File: src/rtl/common_dispatch_buffer4.sv
// common_dispatch_buffer4: one-to-four stream dispatcher.
// A single tagged valid/ready stream is routed by prev_i_dst into one of four
// independent 2-entry lane FIFOs. Each lane drives its own valid/ready port.
// A beat whose lane is full stalls the input (head-of-line blocking by design).
// Lane outputs come straight from registers, so there is never a same-cycle
// bypass from input to output, and prev_o_ready never looks at downstream ready.
module common_dispatch_buffer4 #(
  parameter int BUFFER_WIDTH = 32
) (
  input  logic                    clk,
  input  logic                    reset,
  input  logic [BUFFER_WIDTH-1:0] prev_i_data,
  input  logic [1:0]              prev_i_dst,
  input  logic                    prev_i_valid,
  output logic                    prev_o_ready,
  output logic [BUFFER_WIDTH-1:0] next0_o_data,
  output logic                    next0_o_valid,
  input  logic                    next0_i_ready,
  output logic [BUFFER_WIDTH-1:0] next1_o_data,
  output logic                    next1_o_valid,
  input  logic                    next1_i_ready,
  output logic [BUFFER_WIDTH-1:0] next2_o_data,
  output logic                    next2_o_valid,
  input  logic                    next2_i_ready,
  output logic [BUFFER_WIDTH-1:0] next3_o_data,
  output logic                    next3_o_valid,
  input  logic                    next3_i_ready
);

  // Lane occupancy: the state encoding doubles as the entry count.
  typedef enum logic [1:0] {
    LANE_EMPTY = 2'd0,
    LANE_HALF  = 2'd1,
    LANE_FULL  = 2'd2
  } lane_state_t;

  logic [3:0]              lane_full;
  logic [3:0]              lane_valid;
  logic [3:0]              lane_ready;
  logic [BUFFER_WIDTH-1:0] lane_data [4];

  assign lane_ready = {next3_i_ready, next2_i_ready, next1_i_ready, next0_i_ready};

  // Acceptance depends only on the addressed lane's registered occupancy, so
  // a full lane refuses a beat even if it is popping in the same cycle.
  assign prev_o_ready = ~lane_full[prev_i_dst];

  for (genvar k = 0; k < 4; k++) begin : g_lane
    lane_state_t             state_q;
    lane_state_t             state_d;
    logic [BUFFER_WIDTH-1:0] entry_q [2];
    logic                    wptr_q;
    logic                    rptr_q;
    logic                    push;
    logic                    pop;

    assign push = prev_i_valid & prev_o_ready & (prev_i_dst == 2'(k));
    assign pop  = lane_valid[k] & lane_ready[k];

    // Occupancy state register; reset empties the lane immediately.
    always_ff @(posedge clk or posedge reset) begin
      if (reset) begin
        state_q <= LANE_EMPTY;
      end else begin
        state_q <= state_d;
      end
    end

    // Next occupancy: push alone grows, pop alone shrinks, both or neither hold.
    always_comb begin
      state_d = state_q;
      case (state_q)
        LANE_EMPTY: begin
          if (push) begin
            state_d = LANE_HALF;
          end
        end
        LANE_HALF: begin
          if (push && !pop) begin
            state_d = LANE_FULL;
          end else if (pop && !push) begin
            state_d = LANE_EMPTY;
          end
        end
        LANE_FULL: begin
          if (pop && !push) begin
            state_d = LANE_HALF;
          end
        end
        default: begin
          state_d = LANE_EMPTY;
        end
      endcase
    end

    // Storage and 1-bit wrapping pointers; storage is cleared on reset so no
    // stale payload can appear on the output after a reset.
    always_ff @(posedge clk or posedge reset) begin
      if (reset) begin
        entry_q[0] <= '0;
        entry_q[1] <= '0;
        wptr_q     <= 1'b0;
        rptr_q     <= 1'b0;
      end else begin
        if (push) begin
          entry_q[wptr_q] <= prev_i_data;
          wptr_q          <= ~wptr_q;
        end
        if (pop) begin
          rptr_q <= ~rptr_q;
        end
      end
    end

    assign lane_full[k]  = (state_q == LANE_FULL);
    assign lane_valid[k] = (state_q != LANE_EMPTY);
    assign lane_data[k]  = entry_q[rptr_q];
  end

  assign next0_o_valid = lane_valid[0];
  assign next1_o_valid = lane_valid[1];
  assign next2_o_valid = lane_valid[2];
  assign next3_o_valid = lane_valid[3];
  assign next0_o_data  = lane_data[0];
  assign next1_o_data  = lane_data[1];
  assign next2_o_data  = lane_data[2];
  assign next3_o_data  = lane_data[3];

endmodule

File: config.mk
export PLATFORM = sky130hd
export DESIGN_NAME = common_dispatch_buffer4
export DESIGN_NICKNAME = d
export VERILOG_FILES = /design/src/rtl/common_dispatch_buffer4.sv
export SDC_FILE = /design/constraint.sdc
export NUM_CORES = 1
export LEC_CHECK = 0
export BUFFER_PORTS_ARGS = -buffer_cell sky130_fd_sc_hd__buf_2
export CAP_MARGIN = 15
export CORE_ASPECT_RATIO = 1.25
export CORE_UTILIZATION = 61
export CTS_CLUSTER_DIAMETER = 120
export DETAILED_ROUTE_END_ITERATION = 10
export HOLD_SLACK_MARGIN = 0.06
export PLACE_DENSITY = 0.84
export SLEW_MARGIN = 40
export SYNTH_ARGS = -nofsm -noshare
export SYNTH_HDL_FRONTEND = slang
export SYNTH_SLANG_ARGS = --single-unit
File: constraint.sdc
create_clock -name clk -period 21.7 [get_ports clk]
set_clock_uncertainty 0.1 [all_clocks]
set_input_delay 2.17 -clock clk [delete_from_list [all_inputs] [get_ports clk]]
set_output_delay 2.17 -clock clk [all_outputs]
set_load 0.01 [all_outputs]
### Yosys cells after proc, flatten, opt, wreduce, memory -nomap -nowiden

Cells that the tools add are included.

| storage, ports and cells | value |
|---|---|
| memory bits (writable) | 0 |
| bits in latches | 0 |
| memory bits (read-only) | 0 |
| flip-flop bits (word level) | 272 |
| memories | 0 |
| output and inout port bits | 133 |
| input bits | 41 |
| word-level logic and storage cells | 161 |

| cells by class | value |
|---|---|
| order comparisons | 13 |
| muxes and demuxes | 46 |
| reduce and logical (&&, ||, !) cells | 33 |
| eq/ne operators | 23 |
| multipliers | 0 |
| shift operators | 0 |
| $add $sub $neg | 0 |
| bitwise logic cells | 26 |
| div/mod/pow operators | 0 |

Operator list:

| kind | number |
|---|---|
| 32-bit 2-to-1 mux | 16 |
| 64-bit bitwise mux | 4 |
| 32-bit demux with 1-bit select | 4 |
| 2-bit 2-to-1 mux | 16 |
| 2-bit case mux with 3 select lines | 4 |
| 2-bit >= comparator (second input constant) | 8 |
| 1-bit inverter with 2-bit output | 8 |
| 2-bit == test (second input constant) | 6 |
| 1-bit logical AND | 12 |
| 3-bit inequality test (second input constant) | 4 |
| 3-bit AND reduction | 4 |
| 2-bit by 1-bit == test with 1-bit output (second input constant) | 5 |
| 2-bit zero test | 5 |
| 1-bit bitwise AND | 9 |
| 1-bit inverter | 9 |
| 1-bit zero test | 8 |
| 2-bit by 1-bit less-than comparator with 1-bit output (second input constant) | 4 |
| 2-bit by 1-bit inequality test with 1-bit output (second input constant) | 4 |
| 2-bit inequality test (second input constant) | 4 |
| 2-bit nonzero test | 4 |
| 2-bit by 3-bit less-than comparator with 1-bit output (second input constant) | 1 |
| 1-bit binary-select mux with 2-bit select | 1 |
| 1-bit 2-to-1 mux | 1 |

### Longest topological paths before layout

Gate-level depths: netlist (run 1).

| logic depth | value |
|---|---|
| word-level depth | 11 |
| depth in mapped cells | 7 |
| depth with buffers taken out | 7 |

### Worst setup path before layout (run 1)

No wires, ideal clock.

| timing path | value |
|---|---|
| path type | input-to-output |
| start | in prev_i_dst[1] |
| end | out prev_o_ready |
| required time | 19.430 ns |
| arrival | 2.862 ns |
| cell stages on the path | 2 |
| path slack | 16.568 ns |
| path through | buf_2 -> mux4_2 |

| between the ends | value |
|---|---|
| cells in the longest elaborated chain, start to end | 3 |

RTL lines:

| item | line | text |
|---|---|---|
| start, declared | 13 | `input logic [1:0] prev_i_dst,` |
| 1-bit binary-select mux with 2-bit select | 46 | `assign prev_o_ready = ~lane_full[prev_i_dst];` |
| 1-bit 2-to-1 mux (not written as such) | 46 |  |
| 1-bit inverter | 46 |  |
| end, declared | 15 | `output logic prev_o_ready,` |

No other way between the ends. The select of a mux whose other input is x is not followed.

### Final worst setup path (run 1)

Same ends and word-level chain as after synthesis.

==> flow_summary.json, run 1 <==
{
  "crit_required_ns": 19.43,
  "cts_resized": 0,
  "syn_area_per_cell_um2": 15.5,
  "synth_nets": 824,
  "syn2layout_area_growth_pct": 16.3,
  "worstMarginPinSlew_ns": 0.714,
  "drt_wl_total_mm": 25.4,
  "min_to": "g_lane[2].wptr_q",
  "dieWidth_um": 127,
  "rsz0062_at_grt": "false",
  "htree_num_levels": 1,
  "hpwl_mm": 15.2,
  "criticalPathCategory": "in2out",
  "endpoint_kind": "output pin",
  "rr_worst_depth": 4,
  "grt.total_usage": 0.259,
  "setup_violations": 0,
  "hold_class": "reg2reg",
  "drtAntennaViolNets": 0,
  "grt_pass1_vias": 7546,
  "netlist_area_um2": 12000,
  "p_leak_nw": 6.45,
  "cp-start-kind": "input port",
  "routedWlPerCell_um": 20.6,
  "status": "finished clean",
  "drt-initial-drc-count": 234,
  "async_flop_share": 1.00,
  "clk_pin_slew_worst_paths_ns": 0.06,
  "root_buffer": "clkbuf_16",
  "cts.hold.buffers_added": 0,
  "max_slew_margin": 0.524,
  "layout_common_cells": "350 x mux2_2, 269 x dfrtp_1, 173 x buf_2",
  "drcViolationCount": 0,
  "fmax_ghz": 0.189,
  "grt_pass1_wl_mm": 40.6,
  "power.density_nw_per_um2": 157,
  "ir_worst_vdd_v": 0.000110,
  "num_rows": 57,
  "clk_latency_ns": 0.52,
  "route.vias.total": 6941,
  "ys_ff_latch": 272,
  "clock_sinks": 272,
  "via_per_inst": 5.64,
  "placed_area_um2": 13100,
  "drv_slew": 0,
  "yosysWarnings": 0,
  "synth_flop_cell": "dfrtp_1",
  "initial_core_util": 0.621,
  "synthCells": 777,
  "final_area_um2": 14000,
  "numCtsBuffers": 27,
  "synth-edff-count": 0,
  "yosysSeqAreaShare": 0.567,
  "cp.arrival_ns": 3.01,
  "core_um2": 19300,
  "pre_cts_slack_ns": 16.43,
  "cts_tree": "done",
  "cts_setup_buffers": 0,
  "die-area_um2": 20300,
  "port_buffers": 173,
  "dr.pass1.iters": 4,
  "die_h_um": 159,
  "fin_tns_setup_ns": 0,
  "period_minus_slack_ns": 5.28,
  "drive_gt1_frac": 0.636,
  "ios": 174,
  "crit_fanout": 11,
  "rrSetupSlack_ns": 19.52,
  "clk_path_buf_depth": 3,
  "antenna_found_initial": 1,
  "worstHoldStart": "g_lane[2].wptr_q",
  "r2r-start": "g_lane[0].state_q[1]",
  "nets": 992,
  "gr-total-overflow": 0,
  "hold_violations": 0,
  "layout_setup_ws_ns": 16.42,
  "drv_cap": 0,
  "holdPathStages": 1,
  "nFillCells": 1296,
  "grt_max_degree": 135,
  "place_congestion": 0.736,
  "rr_endpoint": "g_lane[0].entry_q[49]",
  "final_common_cell": "mux2_2",
  "finalCritPeriodShare": 0.243,
  "synthDistinctLibCells": 33
}
-- power by group --
| part | switching, mW | leakage, nW | internal [mW] |
|---|---|---|---|
| clock network | 0.185 | 0.410 | 0.259 |
| registers | 0.167 | 3.27 | 0.748 |
| logic | 0.348 | 2.77 | 0.490 |
| total | 0.699 | 6.45 | 1.50 |
-- worst max-delay path by stage --
| stage | start | end | slack, ns |
|---|---|---|---|
| floorplan | reset | g_lane[0].entry_q[0] | 11.93 |
| detailed placement | prev_i_dst[1] | prev_o_ready | 16.43 |
| finish | prev_i_dst[1] | prev_o_ready | 16.42 |
| global route | prev_i_dst[1] | prev_o_ready | 16.36 |
| global placement | prev_i_dst[1] | prev_o_ready | 16.43 |
| CTS | prev_i_dst[1] | prev_o_ready | 16.43 |
-- per-stage QoR --
step           power [mW]  hold slack (ns)  utilization  cells
5_1_grt              2.31            0.414        0.722   1229
2_1_floorplan        1.45            0.352            -    777
3_3_place_gp         1.72            0.363        0.677   1181
3_5_place_dp         1.76            0.374        0.679   1181
4_1_cts              2.21            0.395        0.722   1228
6_report             2.20            0.396        0.722   1230
-- final cells by class --
class / instances / area [um2] / share of cell area
diodes: 2 / 5.00 / 0.000358
flip-flops and latches: 272 / 6820 / 0.488
inverters: 8 / 42.5 / 0.00305
clock inverters: 4 / 51.3 / 0.00367
well taps: 265 / 332 / 0.0237
clock buffers: 43 / 786 / 0.0563
repair buffers: 182 / 941 / 0.0674
multi-input cells: 454 / 4990 / 0.357
-- state kept, by name, summed over array words and instances, names as in the netlist --
| register | flops |
|---|---|
| g_lane.entry_q | 256 |
| g_lane.wptr_q | 4 |
| g_lane.rptr_q | 4 |
| g_lane.state_q | 8 |
-- critical path, stage by stage --
cell and delay, ns:
buf_2 0.18, mux4_2 0.50, buf_2 0.15
-- cell families (layout without fill, tap and decap cells) --
group	after synthesis	count (layout)	share of synthesized area
other	0	2	0
and+or+nand+nor	43	43	0.0228
DFF	272	272	0.567
buffers and inverters	51	237	0.0202
xor gates and xnor gates	7	7	0.00511
AOI/OAI and AO/OA	11	11	0.00563
muxes	387	387	0.373
adders and majority gates	6	6	0.00625
-- metal layers --
layer | vias up | wire [um] | GRT usage
met3 | 41 | 1290 | 0.0519
met1 | 3632 | 10400 | 0.327
li1 | 3114 | - | -
met4 | 0 | 504 | 0.0709
met5 | - | 0 | 0
met2 | 154 | 13100 | 0.451
-- synthesized netlist by cell type (6+ instances only) --
library cell,number,area [um2]
nor2b_1,6,37.5
mux2_2,350,3940
xnor2_1,6,52.6
buf_2,23,115
ha_1,6,75.1
nand2_1,9,33.8
dfrtp_1,272,6810
clkbuf_1,17,63.8
mux2_4,30,450
nand2b_1,6,37.5
inv_1,8,30.0
Power figures use the tool's default switching activity.
==> inputs of run 2 (changes only) <==
- ABC_AREA: not set -> 1
- CORE_UTILIZATION: 61 -> 52
- PLACE_DENSITY: 0.84 -> 0.77
- clock period: 21.7 -> 4.45 ns (I/O delays scaled with it)
==> flow_summary.json, run 2 <==
{
  "clk_path_buf_depth": 3,
  "htree_num_levels": 1,
  "rr_endpoint": "g_lane[0].entry_q[48]",
  "yosys.area.top_type": "dfrtp_1",
  "dr.pass1.iters": 5,
  "synth_nets": 1441,
  "reg_top3": "g_lane.entry_q x256, g_lane.state_q x8",
  "worstHoldStart": "prev_i_data[28]",
  "power.density_nw_per_um2": 760,
  "antenna_found_initial": 0,
  "largest_reg_flops": 256,
  "yosysWarnings": 0,
  "p_leak_nw": 7.15,
  "yosysTopAreaCellShare": 0.574,
  "async_flop_share": 1.00,
  "comb_power_share": 0.361,
  "regMostFlops": "g_lane.entry_q",
  "drt-initial-drc-count": 669,
  "clk_pin_slew_worst_paths_ns": 0.06,
  "syn2layout_area_growth_pct": 17.2,
  "drcViolationCount": 0,
  "core_um2": 22300,
  "route.vias.total": 9576,
  "nets": 1580,
  "grt_pass1_vias": 9133,
  "synthDistinctLibCells": 29,
  "crit_fanout": 37,
  "setup_violations": 0,
  "fin_tns_setup_ns": 0,
  "synthCells": 1394,
  "drv_slew": 0,
  "max_slew_margin": 0.511,
  "cts_setup_buffers": 0,
  "numCtsBuffers": 27,
  "num_rows": 61,
  "p_int_mw": 6.56,
  "initial_core_util": 0.532,
  "finalCritPeriodShare": 0.577,
  "clk_latency_ns": 0.53,
  "dieWidth_um": 137,
  "clockPowerShare": 0.230,
  "grt_max_degree": 159,
  "crit_required_ns": 4.73,
  "holdPathStages": 3,
  "drive_gt1_frac": 0.190,
  "netlist_area_um2": 11900,
  "root_buffer": "clkbuf_16",
  "die_h_um": 171,
  "endpoint_kind": "register",
  "p_switching_mw": 4.01,
  "rrSetupSlack_ns": 1.88,
  "yosys-top-cells-area": "dfrtp_1 57%, nand2_1 15%, o21ai_0 9.5%",
  "rr_worst_depth": 8,
  "rsz0062_at_grt": "false",
  "cp.arrival_ns": 2.85,
  "power_frac_seq": 0.409,
  "drt_wl_total_mm": 28.6,
  "yosysSeqAreaShare": 0.574,
  "criticalPathCategory": "reg2reg",
  "place_congestion": 0.817,
  "grt_pass1_wl_mm": 45.5,
  "hold_violations": 0,
  "synth_flop_cell": "dfrtp_1",
  "ys_ff_latch": 272,
  "yosys-top-cells-count": "465 x nand2_1, 272 x dfrtp_1, 224 x o21ai_0, 117 x inv_1, 74 x nor2_1",
  "port_buffers": 173,
  "clock_sinks": 272,
  "via_per_inst": 5.22,
  "synth-edff-count": 0,
  "swShare": 0.379,
  "die-area_um2": 23400,
  "drv_cap": 0,
  "ios": 174,
  "cp-start-kind": "register",
  "routedWlPerCell_um": 15.6,
  "hold_class": "in2reg",
  "status": "finished clean",
  "synth.most_common_cell": "nand2_1",
  "drtAntennaViolNets": 0,
  "cts_tree": "done",
  "ir_worst_vdd_v": 0.000583,
  "worst_hold_slack_ns": 0.0740,
  "final_common_cell": "nand2_1",
  "r2r-start": "g_lane[0].state_q[1]",
  "total_power_mw": 10.6,
  "grt.total_usage": 0.249,
  "hpwl_mm": 19.2,
  "fmax_ghz": 0.390,
  "min_to": "g_lane[0].entry_q[60]",
  "diodes": 0,
  "gr-total-overflow": 0,
  "syn_area_per_cell_um2": 8.51,
  "period_minus_slack_ns": 2.57,
  "worstMarginPinSlew_ns": 0.733,
  "layout_common_cells": "462 x nand2_1, 270 x dfrtp_1, 224 x o21ai_0"
}
run 2: stage by stage:
| stage | util | cells | worst slack [ns] | area, um2 |
|---|---|---|---|---|
| 6_report | 0.624 | 1836 | 1.88 | 13900 |
| 5_1_grt | 0.624 | 1836 | 1.68 | 13900 |
| 4_1_cts | 0.621 | 1834 | 1.76 | 13800 |
| 3_5_place_dp | 0.577 | 1782 | 1.61 | 12900 |
| 3_3_place_gp | 0.572 | 1778 | 1.74 | 12800 |
| 2_1_floorplan | - | 1394 | 0.310 | 11900 |
run 2: repair_timing:
action                    CTS  global route
resized for setup           0             0
hold endpoints to repair    8             0
hold buffers                3             0
run 2: power groups by stage:
stage | registers, mW | clock network, mW | logic (mW)
2_1_floorplan | 4.05 | 0 | 2.59
6_report | 4.33 | 2.43 | 3.81
5_1_grt | 4.48 | 2.54 | 4.34
3_5_place_dp | 4.36 | 0 | 3.81
4_1_cts | 4.32 | 2.46 | 3.85
3_3_place_gp | 4.30 | 0 | 3.70
run 2: metal layers:
layer,track usage,part of all wire,up-vias
met5,0,0,-
met4,0.0812,0.029,0
met3,0.0356,0.053,56
met2,0.439,0.51,285
met1,0.312,0.40,4571
li1,-,-,4664
run 2: cell type report:
| type | instances | area, um2 |
|---|---|---|
| clock buffers | 38 | 767 |
| multi-input cells | 920 | 4200 |
| well taps | 283 | 354 |
| flip-flops and latches | 272 | 6810 |
| repair buffers | 189 | 1110 |
| inverters | 123 | 468 |
| clock inverters | 11 | 186 |
| fillers | 1939 | 8380 |
run 2: cell families after synthesis:
kind of cell | count (synthesis) | share of synthesized area
simple gates | 583 | 0.197
compound gates | 325 | 0.144
flops | 272 | 0.574
buf+inv | 202 | 0.0737
xor+xnor | 6 | 0.00443
fa+ha+maj | 6 | 0.00633
run 2: worst max-delay path by stage:
stage	start	end	cells after the start
6_report	g_lane[0].state_q[1]	g_lane[0].entry_q[48]	8
5_1_grt	g_lane[0].state_q[1]	g_lane[0].entry_q[33]	9
4_1_cts	g_lane[0].state_q[1]	g_lane[0].entry_q[25]	9
3_5_place_dp	prev_i_dst[1]	g_lane[0].entry_q[25]	10
3_3_place_gp	prev_i_dst[1]	g_lane[1].entry_q[28]	8
2_1_floorplan	reset	g_lane[0].entry_q[0]	1
run 2: critical path, cell delays in order, from the launching register on:
cell     delay, ns
dfrtp_1       0.41
nand2_1       0.11
nor2_1        0.05
nor2_1        0.11
and2_1        0.31
nand3_4       0.18
nor2_4        0.54
buf_4         0.44
o21ai_0       0.15
